## src/rtl/multicycle_sequencer.sv

```systemverilog
// Multicycle IF/ID/EX/MEM/WB control sequencer: one FSM plus optional perf counters.
// Define MULTICYCLE_SEQUENCER_PERF_EN to build the cycle/retired-instruction counters.
module multicycle_sequencer (
  input  logic        i_clk,
  input  logic        i_rst_n,
  input  logic        i_isLoad,
  input  logic        i_dMemWe,
  input  logic        i_regWe,
  input  logic        i_BRop,
  input  logic        i_branchTaken,
  input  logic        i_iMemReady,
  input  logic        i_dMemReady,
  output logic        o_iMemReq,
  output logic        o_irWe,
  output logic        o_opLatchWe,
  output logic        o_aluLatchWe,
  output logic        o_dMemReq,
  output logic        o_dMemWrite,
  output logic        o_regWe,
  output logic        o_pcWe,
  output logic        o_pcSrc,
  output logic        o_instrDone,
  output logic [2:0]  o_state,
  output logic [31:0] o_cycleCnt,
  output logic [31:0] o_instrCnt
);

  typedef enum logic [2:0] {
    stIf  = 3'd0,
    stId  = 3'd1,
    stEx  = 3'd2,
    stMem = 3'd3,
    stWb  = 3'd4
  } stateT;

  stateT stateReg, stateNext;

  always_ff @(posedge i_clk or negedge i_rst_n) begin
    if (!i_rst_n) stateReg <= stIf;
    else          stateReg <= stateNext;
  end

  always_comb begin
    stateNext    = stIf;
    o_iMemReq    = 1'b0;
    o_irWe       = 1'b0;
    o_opLatchWe  = 1'b0;
    o_aluLatchWe = 1'b0;
    o_dMemReq    = 1'b0;
    o_dMemWrite  = 1'b0;
    o_regWe      = 1'b0;
    o_pcWe       = 1'b0;
    o_pcSrc      = 1'b0;
    case (stateReg)
      stIf: begin
        o_iMemReq = 1'b1;
        // Reset pins the state to IF; keep the IR load quiet while it is held.
        o_irWe    = i_iMemReady & i_rst_n;
        stateNext = i_iMemReady ? stId : stIf;
      end
      stId: begin
        o_opLatchWe = 1'b1;
        stateNext   = stEx;
      end
      stEx: begin
        o_aluLatchWe = 1'b1;
        if (i_BRop) begin
          o_pcWe    = 1'b1;
          o_pcSrc   = i_branchTaken;
          stateNext = stIf;
        end else if (i_isLoad || i_dMemWe) begin
          stateNext = stMem;
        end else if (i_regWe) begin
          stateNext = stWb;
        end else begin
          o_pcWe    = 1'b1;
          stateNext = stIf;
        end
      end
      stMem: begin
        o_dMemReq   = 1'b1;
        o_dMemWrite = i_dMemWe;
        if (!i_dMemReady) begin
          stateNext = stMem;
        end else if (i_isLoad) begin
          stateNext = stWb;
        end else begin
          o_pcWe    = 1'b1;
          stateNext = stIf;
        end
      end
      stWb: begin
        o_regWe   = 1'b1;
        o_pcWe    = 1'b1;
        stateNext = stIf;
      end
      default: stateNext = stIf;
    endcase
  end

  assign o_instrDone = o_pcWe;
  assign o_state     = stateReg;

`ifdef MULTICYCLE_SEQUENCER_PERF_EN
  logic [31:0] cycleCntReg, instrCntReg;

  always_ff @(posedge i_clk or negedge i_rst_n) begin
    if (!i_rst_n) begin
      cycleCntReg <= 32'd0;
      instrCntReg <= 32'd0;
    end else begin
      cycleCntReg <= cycleCntReg + 32'd1;
      if (o_instrDone) instrCntReg <= instrCntReg + 32'd1;
    end
  end

  assign o_cycleCnt = cycleCntReg;
  assign o_instrCnt = instrCntReg;
`else
  assign o_cycleCnt = 32'd0;
  assign o_instrCnt = 32'd0;
`endif

endmodule

```

## config.mk

```make
export PLATFORM = sky130hd
export DESIGN_NAME = multicycle_sequencer
export DESIGN_NICKNAME = d
export VERILOG_FILES = /design/src/rtl/multicycle_sequencer.sv
export SDC_FILE = /design/constraint.sdc
export NUM_CORES = 1
export LEC_CHECK = 0
export ABC_CLOCK_PERIOD_IN_PS = 1650
export BUFFER_PORTS_ARGS = -buffer_cell sky130_fd_sc_hd__buf_2
export CELL_PAD_IN_SITES_DETAIL_PLACEMENT = 1
export CELL_PAD_IN_SITES_GLOBAL_PLACEMENT = 1
export CORE_MARGIN = 10
export CORE_UTILIZATION = 21
export CTS_BUF_LIST = sky130_fd_sc_hd__clkbuf_4 sky130_fd_sc_hd__clkbuf_8
export DETAILED_ROUTE_END_ITERATION = 6
export PLACE_DENSITY = 0.85
export SETUP_SLACK_MARGIN = 0.05
export SYNTH_ARGS = -nofsm -noshare
export SYNTH_HDL_FRONTEND = slang
export SYNTH_SLANG_ARGS = --single-unit
```

## constraint.sdc

```tcl
create_clock -name i_clk -period 1.65 [get_ports i_clk]
set_input_delay 0.2475 -clock i_clk [delete_from_list [all_inputs] [get_ports i_clk]]
set_output_delay 0.2475 -clock i_clk [all_outputs]
set_load 0.03 [all_outputs]
```

Yosys cells after proc, flatten, opt, wreduce, memory -nomap -nowiden --
Cells that the tools add are included.
Cells by class: equality and inequality tests 4, mux-type cells 22, bitwise gates (word level) 1, reductions and logical operators 2
Operators with widths (number):
- 1-bit two-way mux | 15
- 3-bit two-way mux | 5
- 3-bit one-hot mux with 4 select lines | 1
- 3-bit by 2-bit equality test with 1-bit output, second input constant | 2
- 3-bit by 1-bit equality test with 1-bit output, second input constant | 1
- 3-bit equality test, second input constant | 1
- 3-bit zero test | 1
- 1-bit one-hot mux with 3 select lines | 1
- 1-bit AND | 1
- 1-bit logical OR | 1
Storage, ports and cells: register bits after elaboration 3, input port bits 9, output and inout bits 77, logic and storage cells 30

Longest topological paths before layout --
depth after elaboration 4, gate-level depth with buffers 5, gate-level depth less buffers 3

Worst setup path after synthesis --
OpenSTA, ideal clock, no wires.
kind flip-flop to output port, start register stateReg[2] (netlist: o_state[2]), end output port o_pcWe, arrival 2.013 ns, data required time 1.402 ns, slack -0.610 ns, cell stages (with the launch flop) 5, buffers on the path 1, path through dfrtp_1 nor3b_1 a31oi_1 nand2_1 buf_4
On the way: cells in the longest elaborated chain, start to end 2
RTL lines:
- from (decl) | RTL line 36 | stateT stateReg, stateNext;
- from (signal assigned) | RTL line 39 | if (!i_rst_n) stateReg <= stIf;
- from (signal assigned) | RTL line 40 | else stateReg <= stateNext;
- 3-bit equality test or 3-bit by 2-bit equality test with 1-bit output (tied branches) | RTL line 54 | case (stateReg)
- 1-bit one-hot mux with 3 select lines (*) | RTL line 54
- to (decl) | RTL line 20 | output logic o_pcWe,
Every way passes the cells marked *; elsewhere a longest branch is shown, timed or not.

Worst setup path in the final report --
start register stateReg[1] (netlist: o_state[1]), end output port o_instrDone
On the way: cells in the longest elaborated chain, start to end 2
RTL lines:
- 3-bit equality test or 3-bit by 2-bit equality test with 1-bit output (tied branches) | RTL line 54
- 1-bit one-hot mux with 3 select lines (*) | RTL line 54
- to (decl) | RTL line 22 | output logic o_instrDone,
Marks and branches as above.

==> summary.txt <==
Synth cell types -> 19
Worst setup SP type -> flop
Critical path class -> reg -> out
Critical Path End Type -> primary output
H-tree depth -> 1
Worst Skew -> 0.0006840 ns
Post-route cell area -> 785.8 um2
Critical-path maximum fanout -> 5
Placed cells -> 155
Layout net count -> 129
# diodes -> 0
Die height -> 79.19 um
GRT Total Usage -> 0.05591
Cells along the critical path -> and3b_2, a31oi_2, nand2_2, buf_6
Core box area -> 0.003363 mm2
CTS Root Cell -> clkbuf_4
Crit share post-route -> 0.9495
Register share of total power -> 0.142
PortBufs -> 21
Multi-input logic area -> 431.7 um2
Sw Ratio -> 0.5818
Area delta synth->final -> 6.803%
Largest net degree at the start of global routing -> 7
Number of fill cells in the layout -> 456
Max incr delay on CP -> 0.45 ns
First-pass GRT wire length -> 2787 um
Max-slew violations -> 0
Clock power share -> 0.125
Max Cap Violations -> 0
Setup Viol. Count Final -> 0
Drt drc -> 0
#FFs+latches synth -> 3
Max reg flops -> 3
FF+latch area -> 78.83 um2
Cell Pwr Density -> 1463 mW/mm2
Final hold vios -> 0
Top-Level Pins -> 86
Number of clock sinks -> 3
Worst Path Required -> 1.40 ns
Via count -> 466
Initial antenna violation count -> 0
Layout cells sized above 1 -> 0.3613
CTS tree -> done
First-pass DRT Iterations -> 2
Leak pwr -> 0.4852 nW
Clock Latency Late Sink -> 0.23 ns
Non-filler cells, final -> 165
Post-synthesis sequential area ratio -> 0.1020
Gate power share -> 0.733
Outcome -> completed
Via-to-Cell Ratio -> 2.824
Area of the mapped netlist -> 735.7 um2
Ys Warns -> 0
VDD IR-drop max -> 0.0003853 V
Synth Instances -> 91
Internal -> 0.4806 mW
Routed Antenna Nets -> 0
Final min period -> 1.567 ns
Clock Path Buffers -> 2
Die width -> 79.19 um
Row cnt -> 21
Post-DP HPWL -> 1725 um
Crit-path leading delay family -> flip-flops
WL/cell -> 11.98 um
Dpl cell area -> 659.4 um2
Net load switching power -> 0.6686 mW
Worst Path Arrival -> 1.32 ns
Buffers & Inverters on Critical Path -> 1
Die ar. -> 0.006271 mm2
Fmax -> 0.6383 GHz
Class of the worst hold path -> in -> reg
Total gr overflow -> 0
Initial DRC count -> 3
RSZ-0062 raised after global routing -> true
Number of global-route vias before repair -> 535
Avg Inst Size Synth -> 8.085 um2
DRT Wirelength -> 1977 um
Max stage delay cell, worst path -> dfrtp_2
GPL Wtd Cong -> 0.7511
Total CTS buffers -> 3
Starting density of the core -> 0.2188
Clock Pin Slew Worst Setup and Hold Paths -> 0.04 ns
==> timing repair <==
item | in CTS | in global routing
endpoints found under the setup margin | 4 | 5
endpoints found under the hold margin | 3 | 0
setup buffers | 4 | 1
pin swaps | 3 | 2
resized for setup | 3 | 13
hold buffers | 1 | 0
==> worst min-delay path, stage by stage <==
cell and delay (ns):
buf_2 0.09, nand2_1 0.05, nand2_1 0.06
==> worst paths after layout <==
kind	startpoint	slack (ns)	end	cells past startpoint
hold reg to reg	o_state[1]	0.66	o_state[0]	3
hold / removal	i_iMemReady	0.25	o_state[0]	3
max in group asynchronous	i_rst_n	1.18	o_state[2]	2
min in group asynchronous	i_rst_n	0.35	o_state[0]	2
setup / recovery	o_state[1]	0.08	o_instrDone	4
setup reg to reg	o_state[1]	0.41	o_state[2]	3
==> cell usage in the layout, fill, tap and decap left out <==
master and count:
nor3b_1 1, nor3b_4 2, nand2_2 1, dfrtp_2 3
nand2_1 2, buf_2 16, and2_1 1, buf_4 5
buf_6 4, nand2b_1 1, nor3_4 1, dlygate4sd3_1 1
nor4b_1 1, inv_1 2, a22oi_4 1, a31oi_2 1
and3_1 1, o21ba_2 1, a32o_1 1, nor3_1 1
o21ai_2 1, and3b_2 1, and3_4 1, conb_1 64
clkbuf_4 5
==> power by group through the flow <==
stage | Combinational [mW] | Clock [mW] | Sequential, mW
floorplan | 0.644 | 0 | 0.204
global route | 0.896 | 0.160 | 0.168
detailed placement | 0.691 | 0 | 0.162
global placement | 0.692 | 0 | 0.157
CTS | 0.771 | 0.151 | 0.151
finish | 0.843 | 0.144 | 0.163
==> cells in the mapped netlist, drive strengths merged <==
| cell type | instances | area (um2) |
|---|---|---|
| a22oi | 1 | 21.27 |
| a31oi | 1 | 6.260 |
| a32o | 1 | 10.01 |
| and2 | 1 | 6.260 |
| and3 | 2 | 12.51 |
| and3b | 1 | 8.760 |
| buf | 66 | 499.2 |
| conb | 1 | 3.750 |
| dfrtp | 3 | 75.07 |
| inv | 2 | 7.510 |
| nand2 | 3 | 11.26 |
| nand2b | 1 | 6.260 |
| nor3 | 2 | 10.01 |
| nor3b | 3 | 33.78 |
| nor4b | 1 | 8.760 |
| o21ai | 1 | 5.000 |
| o21ba | 1 | 10.01 |
==> layout make-up <==
| cell class | count | share of cell area |
|---|---|---|
| inverters | 2 | 0.009554 |
| clock buffers | 4 | 0.03822 |
| well taps | 46 | 0.07325 |
| repair buffers | 27 | 0.2293 |
| flip-flops and latches | 3 | 0.1003 |
| multi-input cells | 83 | 0.5494 |
==> logic make-up (layout without fill, tap and decap cells) <==
logic type / Yosys count / count (layout) / synth area share
AO/OA/AOI/OAI: 5 / 5 / 0.07143
buffers and inverters: 68 / 33 / 0.6888
flip-flops: 3 / 3 / 0.1020
other: 1 / 64 / 0.005097
AND/OR/NAND/NOR: 14 / 14 / 0.1327
==> per-stage QoR <==
step                      setup TNS [ns]  power, mW  hold WS [ns]    util  setup slack, ns
after floorplan                  -0.1580     0.8489      -0.04809       -          -0.1151
after CTS                              0      1.074        0.2427  0.2188          0.04469
final                                  0      1.149        0.2479  0.2336          0.08324
after detailed placement               0     0.8523       0.05515  0.1961           0.2161
after global placement                 0     0.8494       0.05492  0.1961           0.2135
after global routing                   0      1.224        0.2651  0.2336          0.02393
==> metal layers <==
metal  wire (um)  vias to the layer above  global-route usage
met3         341                        0             0.05293
met5           0                        -                   0
met2         983                       46             0.09054
li1            -                      214                   -
met1         652                      206             0.04707
met4           0                        0             0.02151
No activity file was read; power rests on OpenSTA's default activity.
